File: src/rtl/mc_sequencer_if.sv
// Handshake/bus bundle between mc_sequencer, mem_ctrl and the compute datapath.
// master = sequencer side, slave = mem_ctrl + datapath side.
interface mc_sequencer_if #(
    parameter int unsigned DATA_WIDTH = 32
);
    logic [2:0]            mc_data_contition;
    logic                  mc_data_length;
    logic [DATA_WIDTH-1:0] mc_data_in;
    logic [DATA_WIDTH-1:0] mc_data_out_opa;
    logic [DATA_WIDTH-1:0] mc_data_out_opb;
    logic                  mc_done;
    logic                  mc_data_done;
    logic                  op_valid;
    logic                  op_ready;
    logic [DATA_WIDTH-1:0] op_a;
    logic [DATA_WIDTH-1:0] op_b;
    logic                  res_valid;
    logic                  res_ready;
    logic [DATA_WIDTH-1:0] res_data;

    modport master (
        output mc_data_contition, mc_data_length, mc_data_in, mc_data_done,
        output op_valid, op_a, op_b, res_ready,
        input  mc_data_out_opa, mc_data_out_opb, mc_done, op_ready, res_valid, res_data
    );

    modport slave (
        input  mc_data_contition, mc_data_length, mc_data_in, mc_data_done,
        input  op_valid, op_a, op_b, res_ready,
        output mc_data_out_opa, mc_data_out_opb, mc_done, op_ready, res_valid, res_data
    );
endinterface

File: src/rtl/mc_sequencer.sv
// Requester-side sequencer: read operand pair, hand it downstream, write the result back, repeat.
// Optional SQ_TIMEOUT_EN adds a per-request watchdog (TIMEOUT_CYCLES) driving the sticky err flag.
module mc_sequencer #(
    parameter int unsigned DATA_WIDTH = 32,
    parameter int unsigned CNT_WIDTH  = 6
`ifdef SQ_TIMEOUT_EN
    ,
    parameter int unsigned TIMEOUT_CYCLES = 64
`endif
) (
    input  logic                 sq_clk,
    input  logic                 sq_reset,
    input  logic                 start,
    input  logic [CNT_WIDTH-1:0] job_count,
    output logic                 busy,
    output logic                 job_done,
    output logic                 err,
    mc_sequencer_if.master       bus
);

    localparam logic [2:0] COND_IDLE  = 3'b000;
    localparam logic [2:0] COND_READ  = 3'b011;
    localparam logic [2:0] COND_WRITE = 3'b100;

    typedef enum logic [2:0] {
        S_IDLE, S_REQ_RD, S_DELIVER, S_WAIT_RES, S_REQ_WR, S_DONE
    } state_t;

    state_t                r_state,     w_state_nxt;
    logic [2:0]            r_cond,      w_cond_nxt;
    logic                  r_len,       w_len_nxt;
    logic [DATA_WIDTH-1:0] r_data_in,   w_data_in_nxt;
    logic [DATA_WIDTH-1:0] r_op_a,      w_op_a_nxt;
    logic [DATA_WIDTH-1:0] r_op_b,      w_op_b_nxt;
    logic                  r_op_valid,  w_op_valid_nxt;
    logic                  r_data_done, w_data_done_nxt;
    logic                  r_busy,      w_busy_nxt;
    logic                  r_job_done,  w_job_done_nxt;
    logic                  r_err,       w_err_nxt;
    logic [CNT_WIDTH-1:0]  r_remaining, w_remaining_nxt;
    logic                  w_rd_done;
    logic                  w_wr_done;

    // A read completion only counts once READ_PAIR is actually on the bus; after a write
    // the first REQ_RD cycle still shows IDLE so the new read starts after mc_data_done.
    assign w_rd_done = (r_state == S_REQ_RD) && (r_cond == COND_READ) && bus.mc_done;
    assign w_wr_done = (r_state == S_REQ_WR) && bus.mc_done;

`ifdef SQ_TIMEOUT_EN
    localparam int unsigned WAIT_W = $clog2(TIMEOUT_CYCLES + 1);
    logic [WAIT_W-1:0] r_wait, w_wait_nxt;
`endif

    always_comb begin
        w_state_nxt     = r_state;
        w_cond_nxt      = r_cond;
        w_len_nxt       = r_len;
        w_data_in_nxt   = r_data_in;
        w_op_a_nxt      = r_op_a;
        w_op_b_nxt      = r_op_b;
        w_op_valid_nxt  = r_op_valid;
        w_busy_nxt      = r_busy;
        w_err_nxt       = r_err;
        w_remaining_nxt = r_remaining;
        w_data_done_nxt = 1'b0;
        w_job_done_nxt  = 1'b0;
`ifdef SQ_TIMEOUT_EN
        w_wait_nxt      = '0;
`endif
        unique case (r_state)
            S_IDLE: begin
                if (start) begin
                    w_err_nxt = 1'b0;
                    if (job_count != '0) begin
                        w_remaining_nxt = job_count;
                        w_busy_nxt      = 1'b1;
                        w_cond_nxt      = COND_READ;
                        w_len_nxt       = 1'b1;
                        w_state_nxt     = S_REQ_RD;
                    end else begin
                        w_job_done_nxt  = 1'b1;
                    end
                end
            end
            S_REQ_RD: begin
                if (w_rd_done) begin
                    w_op_a_nxt     = bus.mc_data_out_opa;
                    w_op_b_nxt     = bus.mc_data_out_opb;
                    w_cond_nxt     = COND_IDLE;
                    w_op_valid_nxt = 1'b1;
                    w_state_nxt    = S_DELIVER;
                end else begin
                    w_cond_nxt     = COND_READ;
                    w_len_nxt      = 1'b1;
                end
            end
            S_DELIVER: begin
                if (r_op_valid && bus.op_ready) begin
                    w_op_valid_nxt = 1'b0;
                    w_state_nxt    = S_WAIT_RES;
                end
            end
            S_WAIT_RES: begin
                if (bus.res_valid) begin
                    w_data_in_nxt = bus.res_data;
                    w_cond_nxt    = COND_WRITE;
                    w_len_nxt     = 1'b0;
                    w_state_nxt   = S_REQ_WR;
                end
            end
            S_REQ_WR: begin
                if (w_wr_done) begin
                    w_cond_nxt      = COND_IDLE;
                    w_data_done_nxt = 1'b1;
                    w_remaining_nxt = r_remaining - CNT_WIDTH'(1);
                    w_state_nxt     = (r_remaining == CNT_WIDTH'(1)) ? S_DONE : S_REQ_RD;
                end
            end
            S_DONE: begin
                w_job_done_nxt = 1'b1;
                w_busy_nxt     = 1'b0;
                w_state_nxt    = S_IDLE;
            end
            default: begin
                w_state_nxt = S_IDLE;
            end
        endcase
`ifdef SQ_TIMEOUT_EN
        // Watchdog: abandons a stalled request and returns to IDLE without any completion pulse.
        if (((r_state == S_REQ_RD) && !w_rd_done) || ((r_state == S_REQ_WR) && !w_wr_done)) begin
            if (r_wait == WAIT_W'(TIMEOUT_CYCLES - 1)) begin
                w_cond_nxt      = COND_IDLE;
                w_len_nxt       = 1'b0;
                w_err_nxt       = 1'b1;
                w_busy_nxt      = 1'b0;
                w_remaining_nxt = '0;
                w_state_nxt     = S_IDLE;
            end else begin
                w_wait_nxt      = r_wait + WAIT_W'(1);
            end
        end
`endif
    end

    always_ff @(posedge sq_clk or negedge sq_reset) begin
        if (!sq_reset) begin
            r_state     <= S_IDLE;
            r_cond      <= COND_IDLE;
            r_len       <= 1'b0;
            r_data_in   <= '0;
            r_op_a      <= '0;
            r_op_b      <= '0;
            r_op_valid  <= 1'b0;
            r_data_done <= 1'b0;
            r_busy      <= 1'b0;
            r_job_done  <= 1'b0;
            r_err       <= 1'b0;
            r_remaining <= '0;
        end else begin
            r_state     <= w_state_nxt;
            r_cond      <= w_cond_nxt;
            r_len       <= w_len_nxt;
            r_data_in   <= w_data_in_nxt;
            r_op_a      <= w_op_a_nxt;
            r_op_b      <= w_op_b_nxt;
            r_op_valid  <= w_op_valid_nxt;
            r_data_done <= w_data_done_nxt;
            r_busy      <= w_busy_nxt;
            r_job_done  <= w_job_done_nxt;
            r_err       <= w_err_nxt;
            r_remaining <= w_remaining_nxt;
        end
    end

`ifdef SQ_TIMEOUT_EN
    always_ff @(posedge sq_clk or negedge sq_reset) begin
        if (!sq_reset) begin
            r_wait <= '0;
        end else begin
            r_wait <= w_wait_nxt;
        end
    end
    assign err = r_err;
`else
    assign err = 1'b0;
`endif

    assign busy                  = r_busy;
    assign job_done              = r_job_done;
    assign bus.mc_data_contition = r_cond;
    assign bus.mc_data_length    = r_len;
    assign bus.mc_data_in        = r_data_in;
    assign bus.mc_data_done      = r_data_done;
    assign bus.op_valid          = r_op_valid;
    assign bus.op_a              = r_op_a;
    assign bus.op_b              = r_op_b;
    assign bus.res_ready         = (r_state == S_WAIT_RES);

endmodule
File: src/flat_wrapper.sv
// flat-port wrapper written by rule: the top's interface ports become plain ports
module mc_sequencer_flat 
#(
    parameter int unsigned DATA_WIDTH = 32,
    parameter int unsigned CNT_WIDTH  = 6

)
  (sq_clk, sq_reset, start, job_count, busy, job_done, err, bus_mc_data_contition, bus_mc_data_length, bus_mc_data_in, bus_mc_data_done, bus_op_valid, bus_op_a, bus_op_b, bus_res_ready, bus_mc_data_out_opa, bus_mc_data_out_opb, bus_mc_done, bus_op_ready, bus_res_valid, bus_res_data);
  mc_sequencer_if #(.DATA_WIDTH(DATA_WIDTH)) bus_i ();
  input  logic sq_clk;
  input  logic sq_reset;
  input  logic start;
  input  logic [CNT_WIDTH-1:0] job_count;
  output logic busy;
  output logic job_done;
  output logic err;
  output wire logic [$bits(bus_i.mc_data_contition)-1:0] bus_mc_data_contition;
  output wire logic [$bits(bus_i.mc_data_length)-1:0] bus_mc_data_length;
  output wire logic [$bits(bus_i.mc_data_in)-1:0] bus_mc_data_in;
  output wire logic [$bits(bus_i.mc_data_done)-1:0] bus_mc_data_done;
  output wire logic [$bits(bus_i.op_valid)-1:0] bus_op_valid;
  output wire logic [$bits(bus_i.op_a)-1:0] bus_op_a;
  output wire logic [$bits(bus_i.op_b)-1:0] bus_op_b;
  output wire logic [$bits(bus_i.res_ready)-1:0] bus_res_ready;
  input wire logic [$bits(bus_i.mc_data_out_opa)-1:0] bus_mc_data_out_opa;
  input wire logic [$bits(bus_i.mc_data_out_opb)-1:0] bus_mc_data_out_opb;
  input wire logic [$bits(bus_i.mc_done)-1:0] bus_mc_done;
  input wire logic [$bits(bus_i.op_ready)-1:0] bus_op_ready;
  input wire logic [$bits(bus_i.res_valid)-1:0] bus_res_valid;
  input wire logic [$bits(bus_i.res_data)-1:0] bus_res_data;
  assign bus_mc_data_contition = bus_i.mc_data_contition;
  assign bus_mc_data_length = bus_i.mc_data_length;
  assign bus_mc_data_in = bus_i.mc_data_in;
  assign bus_mc_data_done = bus_i.mc_data_done;
  assign bus_op_valid = bus_i.op_valid;
  assign bus_op_a = bus_i.op_a;
  assign bus_op_b = bus_i.op_b;
  assign bus_res_ready = bus_i.res_ready;
  assign bus_i.mc_data_out_opa = bus_mc_data_out_opa;
  assign bus_i.mc_data_out_opb = bus_mc_data_out_opb;
  assign bus_i.mc_done = bus_mc_done;
  assign bus_i.op_ready = bus_op_ready;
  assign bus_i.res_valid = bus_res_valid;
  assign bus_i.res_data = bus_res_data;
  mc_sequencer #(.DATA_WIDTH(DATA_WIDTH), .CNT_WIDTH(CNT_WIDTH)) u_core (.sq_clk(sq_clk), .sq_reset(sq_reset), .start(start), .job_count(job_count), .busy(busy), .job_done(job_done), .err(err), .bus(bus_i));
endmodule
File: config.mk
export PLATFORM = sky130hd
export DESIGN_NAME = mc_sequencer_flat
export DESIGN_NICKNAME = d
export VERILOG_FILES = /design/src/rtl/mc_sequencer_if.sv /design/src/rtl/mc_sequencer.sv /design/src/flat_wrapper.sv
export SDC_FILE = /design/constraint.sdc
export NUM_CORES = 1
export LEC_CHECK = 0
export ABC_AREA = 0
export CORE_MARGIN = 8
export CORE_UTILIZATION = 39
export DETAILED_ROUTE_END_ITERATION = 10
export GPL_TIMING_DRIVEN = 0
export PLACE_DENSITY = 0.74
export SLEW_MARGIN = 20
export SYNTH_ARGS = -nofsm -noshare
export SYNTH_HDL_FRONTEND = slang
export SYNTH_SLANG_ARGS = --single-unit
File: constraint.sdc
create_clock -name sq_clk -period 1.4 [get_ports sq_clk]
set_input_delay 0.21 -clock sq_clk [delete_from_list [all_inputs] [get_ports sq_clk]]
set_output_delay 0.21 -clock sq_clk [all_outputs]
set_load 0.05 [all_outputs]
==> out/qor.csv <==
stage;metric;value;unit
run_status;run status;finished with violations;
run_status;failing checks;setup timing;
routing;Initial DRC Count;161;
floorplan;Rows;41;
placement;area after detailed placement;7460;µm²
pwr;pwr dens;2690;nW/µm²
timing;Final Hold Vio Count;0;
routing;vias post-DR;3560;
critical_path;RR Endpoint;u_core.bus.mc_data_in[18];
cts;TritonCTS Buffers;9;
floorplan;core area;12600;µm²
critical_path;Reg2Reg Depth;5;
pwr;Clock power frac;0.106;
timing;hold_ws;0.385;ns
floorplan;Die Height;130;µm
cts;root buf cell;clkbuf_16;
logic_synthesis;synthesized area;5030;µm²
global_route;GRT Overall Usage;0.172;
critical_path;internal reg-to-reg setup slack;-0.25;ns
logic_synthesis;Async SR Flop Fraction;1.00;
critical_path;critical path endpoint category;flip-flop;
finish;fin nets;680;
global_route;first-pass GRT wire length;22100;µm
global_route;met3 GRT Util;0.0616;
timing;RSZ-0062 raised after global routing;yes;
routing;vias per inst;4.77;
global_route;gr busiest metal;met2;
floorplan;die area;16800;µm²
timing;Worst-Margin Slew;0.528;ns
cts;H-tree levels;3;
placement;Placer Congestion;0.839;
finish;final antenna diode count;0;
critical_path;crit path to;u_core.bus.mc_data_in[18];
logic_synthesis;Synthesis Warnings;0;
critical_path;CP peak stage delay;0.44;ns
timing;final worst-path cycle share;1.18;
critical_path;Worst R2R Start;u_core.r_state[2];
critical_path;CP required;1.63;ns
critical_path;Max FO, Critical Path;10;
timing;clk_skew;0.00680;ns
finish;Layout area overhead;65.8;%
cts;Bufs on Longest Clock Path;2;
timing;Tmin final;1.65;ns
timing;fmax;606;MHz
flow_run;MaxCap Viol Count;0;
global_route;vias in the first global route;3909;
timing;Max Slew Vio Count;0;
finish;multi-input combinational cell area;2170;µm²
logic_synthesis;distinct cell type count after synthesis;43;
finish;share of cells above drive strength 1;0.513;
pwr;Switching Fraction;0.464;
pwr;Psw;10.4;mW
logic_synthesis;mean post-synth cell area;16.0;µm²
floorplan;I/O pins;214;
critical_path;CP Class;reg -> reg;
routing;# DRC;0;
cts;Clock Latency Late Sink;0.35;ns
logic_synthesis;Yosys reg bits;112;
pwr;Seq pwr share;0.260;
logic_synthesis;Post-synth EDFFs;0;
cts;clk slew on worst S/H paths;0.07;ns
pwr;Pleak;3.86;nW
logic_synthesis;Syn Nets;425;
timing;normalized max-slew margin;0.648;
worst_hold_path;HP Class;in -> async;
floorplan;chip width;130;µm
routing;routed len/inst;19.4;µm
critical_path;Worst Setup Start Kind;flip-flop;
global_route;met2 GRT Util;0.306;
placement;port bufs;212;
logic_synthesis;predominant post-synthesis flop cell;dfrtp_1;
logic_synthesis;sequential area share after synthesis;0.557;
global_route;met1 Use GR;0.190;
routing;post-route ant nets;0;
logic_synthesis;post-synthesis cell count;315;
pwr;VDD IR max;1300;µV
finish;fill cell count;927;
global_route;antenna violations before repair;0;
critical_path;Crit-path slowest cell;dfrtp_2;
placement;Post-DP HPWL;10500;µm
global_route;total gr overflow;0;
cts;CTS tree;yes;
cts;clock sinks;112;
critical_path;worst endpoint data arrival time;1.88;ns
timing;final worst setup slack;-0.251;ns
timing;Finish-stage setup viols;108;
critical_path;critical path launch point;u_core.r_state[2];
critical_path;crit-path cells;buf_6 > and3b_4 > nand2_4 > buf_12 > mux2_4;
finish;Non-Filler Cell Area, Final;8350;µm²
pwr;internal power;12.0;mW
global_route;largest net degree at the start of global routing;58;
pwr;Combinational Power Share;0.635;
routing;DRT Wirelength;14500;µm
finish;Register Area;2810;µm²
floorplan;initial core utilization;0.399;
finish;Final Core Density;0.661;
routing;Initial DRT Pass Iterations;4;
## cell type report
cell class / count / share of cell area
sequential: 112 / 0.336
timing repair buffer: 244 / 0.316
multi-input combinational: 182 / 0.260
buffer: 17 / 0.0283
clock buffer: 11 / 0.0279
tap: 172 / 0.0258
clock inverter: 5 / 0.00405
inverter: 4 / 0.00180
## registers in the layout, summed over array words and instances (netlist names)
register	flops
u_core.bus.op_valid	1
u_core.busy	1
u_core.r_state	3
u_core.bus.op_b	32
u_core.bus.mc_data_contition	2
u_core.bus.mc_data_length	1
u_core.bus.op_a	32
u_core.bus.mc_data_in	32
u_core.job_done	1
u_core.bus.mc_data_done	1
u_core.r_remaining	6
## power by group through the flow
stage                     clock (mW)  combinational, mW  sequential (mW)
after floorplan                    0               4.22             11.0
after global routing            2.59               14.8             6.03
after detailed placement           0               13.7             5.87
after global placement             0               13.5             5.78
final                           2.37               14.3             5.84
after CTS                       2.46               14.2             5.84
## placed cells by master (no fill, tap or decap), drive strengths merged, types with 3 or more instances in the layout
cell / n
dfrtp: 112
clkbuf: 15
clkdlybuf4s15: 100
a21oi: 7
inv: 4
buf: 49
clkinv: 3
nand3: 5
a31oi: 5
nor2: 7
o2bb2ai: 4
o21ai: 8
nand2: 15
nor3: 3
clkdlybuf4s50: 106
mux2: 98
## through the flow
step | cells | total power, mW | setup WS (ns) | setup TNS, ns
floorplan | 315 | 15.2 | -0.278 | -18.54
global placement | 699 | 19.3 | -4.58 | -512.93
detailed placement | 700 | 19.6 | -0.632 | -46.43
CTS | 740 | 22.5 | -0.247 | -21.31
global route | 747 | 23.4 | -0.299 | -25.70
finish | 747 | 22.5 | -0.251 | -20.02
## worst min path at each step
| stage | endpoint | depth (start not counted) | slack [ns] |
|---|---|---|---|
| 6_report | u_core.job_done | 2 | 0.39 |
| 5_1_grt | u_core.job_done | 2 | 0.43 |
| 4_1_cts | u_core.bus.op_valid | 2 | 0.39 |
| 3_5_place_dp | u_core.bus.op_valid | 1 | 0.21 |
| 3_3_place_gp | u_core.r_remaining[5] | 1 | 0.48 |
| 2_1_floorplan | u_core.bus.mc_data_contition[1] | 0 | -0.09 |
## timing repair
action / CTS / global route
pin swaps: 10 / 6
setup buffers: 17 / 7
endpoints found under the setup margin: 212 / 115
gates resized for setup: 357 / 14
hold buffers: 1 / 0
endpoints found under the hold margin: 55 / 0
cloned: 7 / 2
## synth_stat cells, types with 3 or more instances
| library cell | count | area (µm²) |
|---|---|---|
| dfrtp_1 | 112 | 2800 |
| mux2_4 | 88 | 1320 |
| buf_6 | 12 | 135 |
| nand2_1 | 12 | 45.0 |
| mux2_2 | 8 | 90.1 |
| o21ai_0 | 8 | 40.0 |
| a21oi_1 | 7 | 35.0 |
| nor2_1 | 7 | 26.3 |
| a31oi_1 | 5 | 31.3 |
| nand3_1 | 5 | 25.0 |
| inv_1 | 4 | 15.0 |
| o2bb2ai_1 | 4 | 35.0 |
| buf_4 | 3 | 22.5 |
## cell families (layout without fill, tap and decap cells)
family / count (synthesis) / in the layout / synth area share
compound gates: 34 / 34 / 0.0482
fa+ha+maj: 2 / 2 / 0.00497
buf+inv: 22 / 281 / 0.0370
flops: 112 / 112 / 0.557
mux: 98 / 98 / 0.285
other cells: 1 / 1 / 0.000745
simple gates: 46 / 47 / 0.0676
## worst max-delay path: cells and delay by family (launching register included)
family | cells | cell delay, ns
simple gates | 2 | 0.45
mux | 1 | 0.30
buf+inv | 2 | 0.34
flops | 1 | 0.44
## per-layer routing
metal / routed length (µm) / share of wire / vias to the layer above
met5: 0 / 0 / -
met1: 5770 / 0.40 / 1783
met3: 999 / 0.069 / 15
met2: 7540 / 0.52 / 121
li1: - / - / 1641
met4: 203 / 0.014 / 0
Power figures use the tool's default switching activity.
